### src/rtl/trivium_result_packer.sv
// Result packer downstream of the Trivium wrapper: measures the start-to-first-block
// latency, captures N_BLOCKS blocks and streams {latency, blocks} out as bytes.
module trivium_result_packer #(
  parameter int DATA_WIDTH     = 64,
  parameter int N_BLOCKS       = 4,
  parameter int CNT_WIDTH      = 32,
  parameter int TIMEOUT_CYCLES = 1048576
) (
  input  logic                  clk,
  input  logic                  rst,
  input  logic                  start_i,
  input  logic                  end_uut_i,
  input  logic [DATA_WIDTH-1:0] block_i,
  output logic [7:0]            out_data_o,
  output logic                  out_valid_o,
  input  logic                  out_ready_i,
  output logic                  busy_o,
  output logic                  done_o,
  output logic                  timeout_o
);

  localparam int REC_BYTES = CNT_WIDTH / 8 + N_BLOCKS * DATA_WIDTH / 8;
  localparam int REC_W     = REC_BYTES * 8;
  localparam int IDX_W     = $clog2(N_BLOCKS + 1);
  localparam int BYTE_W    = $clog2(REC_BYTES + 1);
  localparam int TMO_W     = $clog2(TIMEOUT_CYCLES + 1);

  localparam logic [1:0] S_IDLE  = 2'd0;
  localparam logic [1:0] S_RUN   = 2'd1;
  localparam logic [1:0] S_DRAIN = 2'd2;

  logic [1:0]            state_q, state_d;
  logic                  end_prev_q, end_prev_d;
  logic [CNT_WIDTH-1:0]  lat_q, lat_d;
  logic [TMO_W-1:0]      tmo_q, tmo_d;
  logic [IDX_W-1:0]      blk_idx_q, blk_idx_d;
  logic [BYTE_W-1:0]     byte_idx_q, byte_idx_d;
  logic [DATA_WIDTH-1:0] buf_q [N_BLOCKS];
  logic [DATA_WIDTH-1:0] buf_d [N_BLOCKS];
  logic [7:0]            out_data_q, out_data_d;
  logic                  out_valid_q, out_valid_d;
  logic                  busy_q, busy_d;
  logic                  done_q, done_d;
  logic                  timeout_q, timeout_d;
  logic                  blk_evt_s;
  logic [REC_W-1:0]      rec_s;

  // Byte idx of the record, counted from the most significant end.
  function automatic logic [7:0] byte_at(input logic [REC_W-1:0] rec, input logic [BYTE_W-1:0] idx);
    logic [REC_W-1:0] sh;
    sh = rec << {idx, 3'b000};
    return sh[REC_W-1 -: 8];
  endfunction

  // Flatten latency and buffer into the outgoing record, buffer[0] first.
  always_comb begin
    rec_s = {REC_W{1'b0}};
    rec_s[REC_W-1 -: CNT_WIDTH] = lat_q;
    for (int b = 0; b < N_BLOCKS; b++) begin
      rec_s[REC_W-1-CNT_WIDTH-b*DATA_WIDTH -: DATA_WIDTH] = buf_q[b];
    end
  end

  // Next-state logic for the capture/drain controller.
  always_comb begin
    state_d     = state_q;
    end_prev_d  = end_uut_i;
    lat_d       = lat_q;
    tmo_d       = tmo_q;
    blk_idx_d   = blk_idx_q;
    byte_idx_d  = byte_idx_q;
    buf_d       = buf_q;
    out_data_d  = out_data_q;
    out_valid_d = out_valid_q;
    done_d      = 1'b0;
    timeout_d   = timeout_q;
    blk_evt_s   = end_uut_i & ~end_prev_q;

    case (state_q)
      S_IDLE: begin
        if (start_i) begin
          state_d    = S_RUN;
          end_prev_d = 1'b0;
          lat_d      = {CNT_WIDTH{1'b0}};
          tmo_d      = {TMO_W{1'b0}};
          blk_idx_d  = {IDX_W{1'b0}};
          timeout_d  = 1'b0;
          for (int b = 0; b < N_BLOCKS; b++) begin
            buf_d[b] = {DATA_WIDTH{1'b0}};
          end
        end else begin
          state_d = S_IDLE;
        end
      end
      S_RUN: begin
        if (blk_idx_q == IDX_W'(N_BLOCKS)) begin
          state_d     = S_DRAIN;
          byte_idx_d  = {BYTE_W{1'b0}};
          out_valid_d = 1'b1;
          out_data_d  = byte_at(rec_s, {BYTE_W{1'b0}});
        end else begin
          // Latency keeps counting up to and including the first block cycle.
          if (blk_idx_q == {IDX_W{1'b0}} && lat_q != {CNT_WIDTH{1'b1}}) begin
            lat_d = lat_q + CNT_WIDTH'(1);
          end else begin
            lat_d = lat_q;
          end
          if (blk_evt_s) begin
            for (int b = 0; b < N_BLOCKS; b++) begin
              if (blk_idx_q == IDX_W'(b)) begin
                buf_d[b] = block_i;
              end else begin
                buf_d[b] = buf_q[b];
              end
            end
            blk_idx_d = blk_idx_q + IDX_W'(1);
            tmo_d     = {TMO_W{1'b0}};
          end else if (tmo_q == TMO_W'(TIMEOUT_CYCLES - 1)) begin
            // Freeze latency here so byte 0 matches the record drained later.
            lat_d       = lat_q;
            timeout_d   = 1'b1;
            state_d     = S_DRAIN;
            byte_idx_d  = {BYTE_W{1'b0}};
            out_valid_d = 1'b1;
            out_data_d  = byte_at(rec_s, {BYTE_W{1'b0}});
          end else begin
            tmo_d = tmo_q + TMO_W'(1);
          end
        end
      end
      S_DRAIN: begin
        if (out_ready_i) begin
          if (byte_idx_q == BYTE_W'(REC_BYTES - 1)) begin
            out_valid_d = 1'b0;
            done_d      = 1'b1;
            state_d     = S_IDLE;
          end else begin
            byte_idx_d = byte_idx_q + BYTE_W'(1);
            out_data_d = byte_at(rec_s, byte_idx_q + BYTE_W'(1));
          end
        end else begin
          out_data_d = out_data_q;
        end
      end
      default: begin
        state_d     = S_IDLE;
        out_valid_d = 1'b0;
      end
    endcase

    busy_d = (state_d != S_IDLE);
  end

  // State and output registers.
  always_ff @(posedge clk or negedge rst) begin
    if (!rst) begin
      state_q     <= S_IDLE;
      end_prev_q  <= 1'b0;
      lat_q       <= {CNT_WIDTH{1'b0}};
      tmo_q       <= {TMO_W{1'b0}};
      blk_idx_q   <= {IDX_W{1'b0}};
      byte_idx_q  <= {BYTE_W{1'b0}};
      for (int b = 0; b < N_BLOCKS; b++) begin
        buf_q[b] <= {DATA_WIDTH{1'b0}};
      end
      out_data_q  <= 8'h00;
      out_valid_q <= 1'b0;
      busy_q      <= 1'b0;
      done_q      <= 1'b0;
      timeout_q   <= 1'b0;
    end else begin
      state_q     <= state_d;
      end_prev_q  <= end_prev_d;
      lat_q       <= lat_d;
      tmo_q       <= tmo_d;
      blk_idx_q   <= blk_idx_d;
      byte_idx_q  <= byte_idx_d;
      for (int b = 0; b < N_BLOCKS; b++) begin
        buf_q[b] <= buf_d[b];
      end
      out_data_q  <= out_data_d;
      out_valid_q <= out_valid_d;
      busy_q      <= busy_d;
      done_q      <= done_d;
      timeout_q   <= timeout_d;
    end
  end

  assign out_data_o  = out_data_q;
  assign out_valid_o = out_valid_q;
  assign busy_o      = busy_q;
  assign done_o      = done_q;
  assign timeout_o   = timeout_q;

endmodule

### config.mk
export PLATFORM = sky130hd
export DESIGN_NAME = trivium_result_packer
export DESIGN_NICKNAME = d
export VERILOG_FILES = /design/src/rtl/trivium_result_packer.sv
export SDC_FILE = /design/constraint.sdc
export NUM_CORES = 1
export LEC_CHECK = 0
export CORE_MARGIN = 3
export CORE_UTILIZATION = 33
export DETAILED_ROUTE_END_ITERATION = 16
export GPL_ROUTABILITY_DRIVEN = 0
export SLEW_MARGIN = 40
export SYNTH_ARGS = -nofsm -noshare
export SYNTH_HDL_FRONTEND = slang
export SYNTH_SLANG_ARGS = --single-unit
### constraint.sdc
create_clock -name clk -period 2.2 [get_ports clk]
set_input_delay 0.44 -clock clk [delete_from_list [all_inputs] [get_ports clk]]
set_output_delay 0.44 -clock clk [all_outputs]
set_load 0.1 [all_outputs]
==> results.sh <==
export IMPL_status="complete, but fails checks"
export IMPL_violations="negative setup slack"
export IMPL_max_slew_margin=0.5277
export IMPL_path_class="flop to flop"
export IMPL_grt_pass1_wl_mm=74.85
export IMPL_stdcell_area_um2=21060
export IMPL_synth_edff_count=0
export IMPL_drive_above_1_share=0.2419
export IMPL_syn_to_final_growth_pct=31.29
export IMPL_p_clk_frac=0.202
export IMPL_die_h_um=226.5
export IMPL_maxSlewViolCount=0
export IMPL_leakage_uw=0.009138
export IMPL_placed_cell_area_um2=18510
export IMPL_diodes=0
export IMPL_fin_crit_sh=1.047
export IMPL_clock_fmax_ghz=0.4339
export IMPL_synthTopCellsByCount="nand2_1, dfrtp_1, o21ai_0, clkbuf_1, nand3_1"
export IMPL_drt_iter0_drc=1231
export IMPL_yosys_warnings=0
export IMPL_synth_top_cell_by_area="dfrtp_1"
export IMPL_port_buffers=80
export IMPL_rows=80
export IMPL_use_met2=0.3073
export IMPL_rsz0062_at_grt="true"
export IMPL_routed_via_density=5.410
export IMPL_use_met3=0.03017
export IMPL_via_count=13659
export IMPL_ys_flop_type="dfrtp_1"
export IMPL_critPathMaxFanout=7
export IMPL_clock_path_buffers=3
export IMPL_setup_viol=20
export IMPL_dr_pass1_iters=5
export IMPL_synth_yosys_seq_area_share=0.5195
export IMPL_clk_latency_ps=560
export IMPL_synth_most_common_cell="nand2_1"
export IMPL_initial_core_util=0.3353
export IMPL_avgSynthCellArea_um2=9.566
export IMPL_seq_power_share=0.316
export IMPL_first_global_vias=13059
export IMPL_grt_max_degree=129
export IMPL_htreeDepth=2
export IMPL_synth_fp_nets=1754
export IMPL_tritoncts="done"
export IMPL_ir_drop_mv=0.5916
export IMPL_dp_hpwl_mm=33.15
export IMPL_ys_seq_elements=333
export IMPL_yosysTopAreaCellShare=0.5195
export IMPL_ant_nets=0
export IMPL_antenna_found_initial=0
export IMPL_syn_area_um2=16040
export IMPL_powerDensity_nw_per_um2=1446
export IMPL_cap_violations=0
export IMPL_synth_top_cells_by_area="dfrtp_1, nand2_1, o21ai_0"
export IMPL_clock_sinks=333
export IMPL_crit_required_ps=2630
export IMPL_final_min_clock_period_ps=2304
export IMPL_cp_data_arrival_time_ps=2730
export IMPL_clock_root_buffer="clkbuf_16"
export IMPL_grt_overflow_total=0
export IMPL_drt_wl_total_mm=52.69
export IMPL_dp_slack_ps=-428.4
export IMPL_dieArea_um2=51290
export IMPL_nets=1963
export IMPL_tightest_slew_ps=708.4
export IMPL_drc=0
export IMPL_io_pins=81
export IMPL_finalHoldWorstSlack_ps=415.7
export IMPL_p_sw_frac=0.4026
export IMPL_cts_buffers=37
export IMPL_synth_cell_type_count=66
export IMPL_top_usage_layer="met2"
export IMPL_p_comb_frac=0.481
export IMPL_end_kind="flop"
export IMPL_power_internal_uw=18200
export IMPL_hp_class="input pin to async pin"
export IMPL_clk_pin_slew_worst_paths_ps=60
export IMPL_startpoint_type="flop"
export IMPL_switchingPower_uw=12260
export IMPL_utilization=0.4402
export IMPL_finClkSkew_ps=19.80
export IMPL_die_w_um=226.5
export IMPL_core_area_um2=47850
export IMPL_track_usage=0.1882
export IMPL_post_drt_wl_per_cell_um=20.87
export IMPL_met1_usage=0.2588
export IMPL_ys_async_sr_fraction=1.000
export IMPL_finalHoldViolCount=0
export IMPL_worst_slack_ps=-104.5
export IMPL_synthCells=1677
## routing by layer
metal | vias up | routed length [um]
li1 | 6306 | -
met1 | 6792 | 22310
met2 | 456 | 25480
met3 | 105 | 3106
met4 | 0 | 1796
met5 | - | 0
## power groups by stage
stage | clock network, uW | logic, uW | registers, uW
5_1_grt | 6530 | 15900 | 9870
4_1_cts | 6280 | 12600 | 9550
3_5_place_dp | 0 | 12000 | 9630
6_report | 6170 | 14700 | 9630
3_3_place_gp | 0 | 11700 | 9510
2_1_floorplan | 0 | 6980 | 9710
## placed cells by master (no fill, tap or decap), types with 34 or more instances in the layout
cell               n
buf_4            153
clkbuf_16         50
clkdlybuf4s50_1   67
dfrtp_1          332
inv_1             34
mux4_2            56
nand2_1          416
nand3_1           63
nor2_1            34
o21ai_0          227
o21ai_1           48
## worst max-delay path, cell delays in order (launching register included)
cell and delay, ps:
dfrtp_1 360, ha_2 200, nand3_2 80, or3_4 390, or4_4 570, buf_12 160
nand4_4 110, buf_12 140, or3_4 110, a21oi_2 50
## registers in the layout, summed over array words and instances (netlist names), 2 cells and up
register,cells
buf_q,256
out_data_o,8
state_q,2
lat_q,32
byte_idx_q,6
tmo_q,21
blk_idx_q,3
## per-stage QoR
stage	TNS, ps	total power (uW)	instances
6_report	-1108	30460	2525
5_1_grt	-4868	32290	2525
4_1_cts	-256.0	28460	2487
3_5_place_dp	-74040	21610	2408
3_3_place_gp	-68530	21170	2408
2_1_floorplan	0	16700	1677
## kinds of logic after synthesis
| logic type | Yosys count | share of synthesized area |
|---|---|---|
| AND/OR/NAND/NOR | 686 | 0.1922 |
| AO/OA/AOI/OAI | 412 | 0.1474 |
| flip-flops | 333 | 0.5195 |
| buffers and inverters | 154 | 0.04017 |
| multiplexers | 64 | 0.08361 |
| XOR/XNOR | 20 | 0.01092 |
| adder cells (fa/ha/maj) | 8 | 0.006240 |
## timing repair
item / in CTS / in global routing
cloned: 6 / 21
resized for setup: 26 / 171
hold buffers: 1 / 0
endpoints found under the setup margin: 31 / 211
pin swaps: 18 / 39
hold endpoints to repair: 41 / 0
buffers inserted: 9 / 17
## cell type report
type	count	area, um2
clock buffers	52	1072
fillers	4503	26780
inverters	38	142.6
repair buffers	284	3049
well taps	615	769.5
multi-input cells	1192	7579
flip-flops and latches	333	8337
clock inverters	11	112.6
## worst paths after layout
kind	start	endpoint	slack [ps]	depth (start not counted)
setup / recovery	tmo_q[0]	lat_q[12]	-100	9
hold / removal	rst	lat_q[2]	420	2
setup reg to reg	tmo_q[0]	lat_q[12]	-100	9
hold reg to reg	buf_q[5]	buf_q[5]	480	2
max in group asynchronous	rst	buf_q[94]	930	3
min in group clk	end_uut_i	end_prev_q	470	2
(Power assumes the default switching activity.)
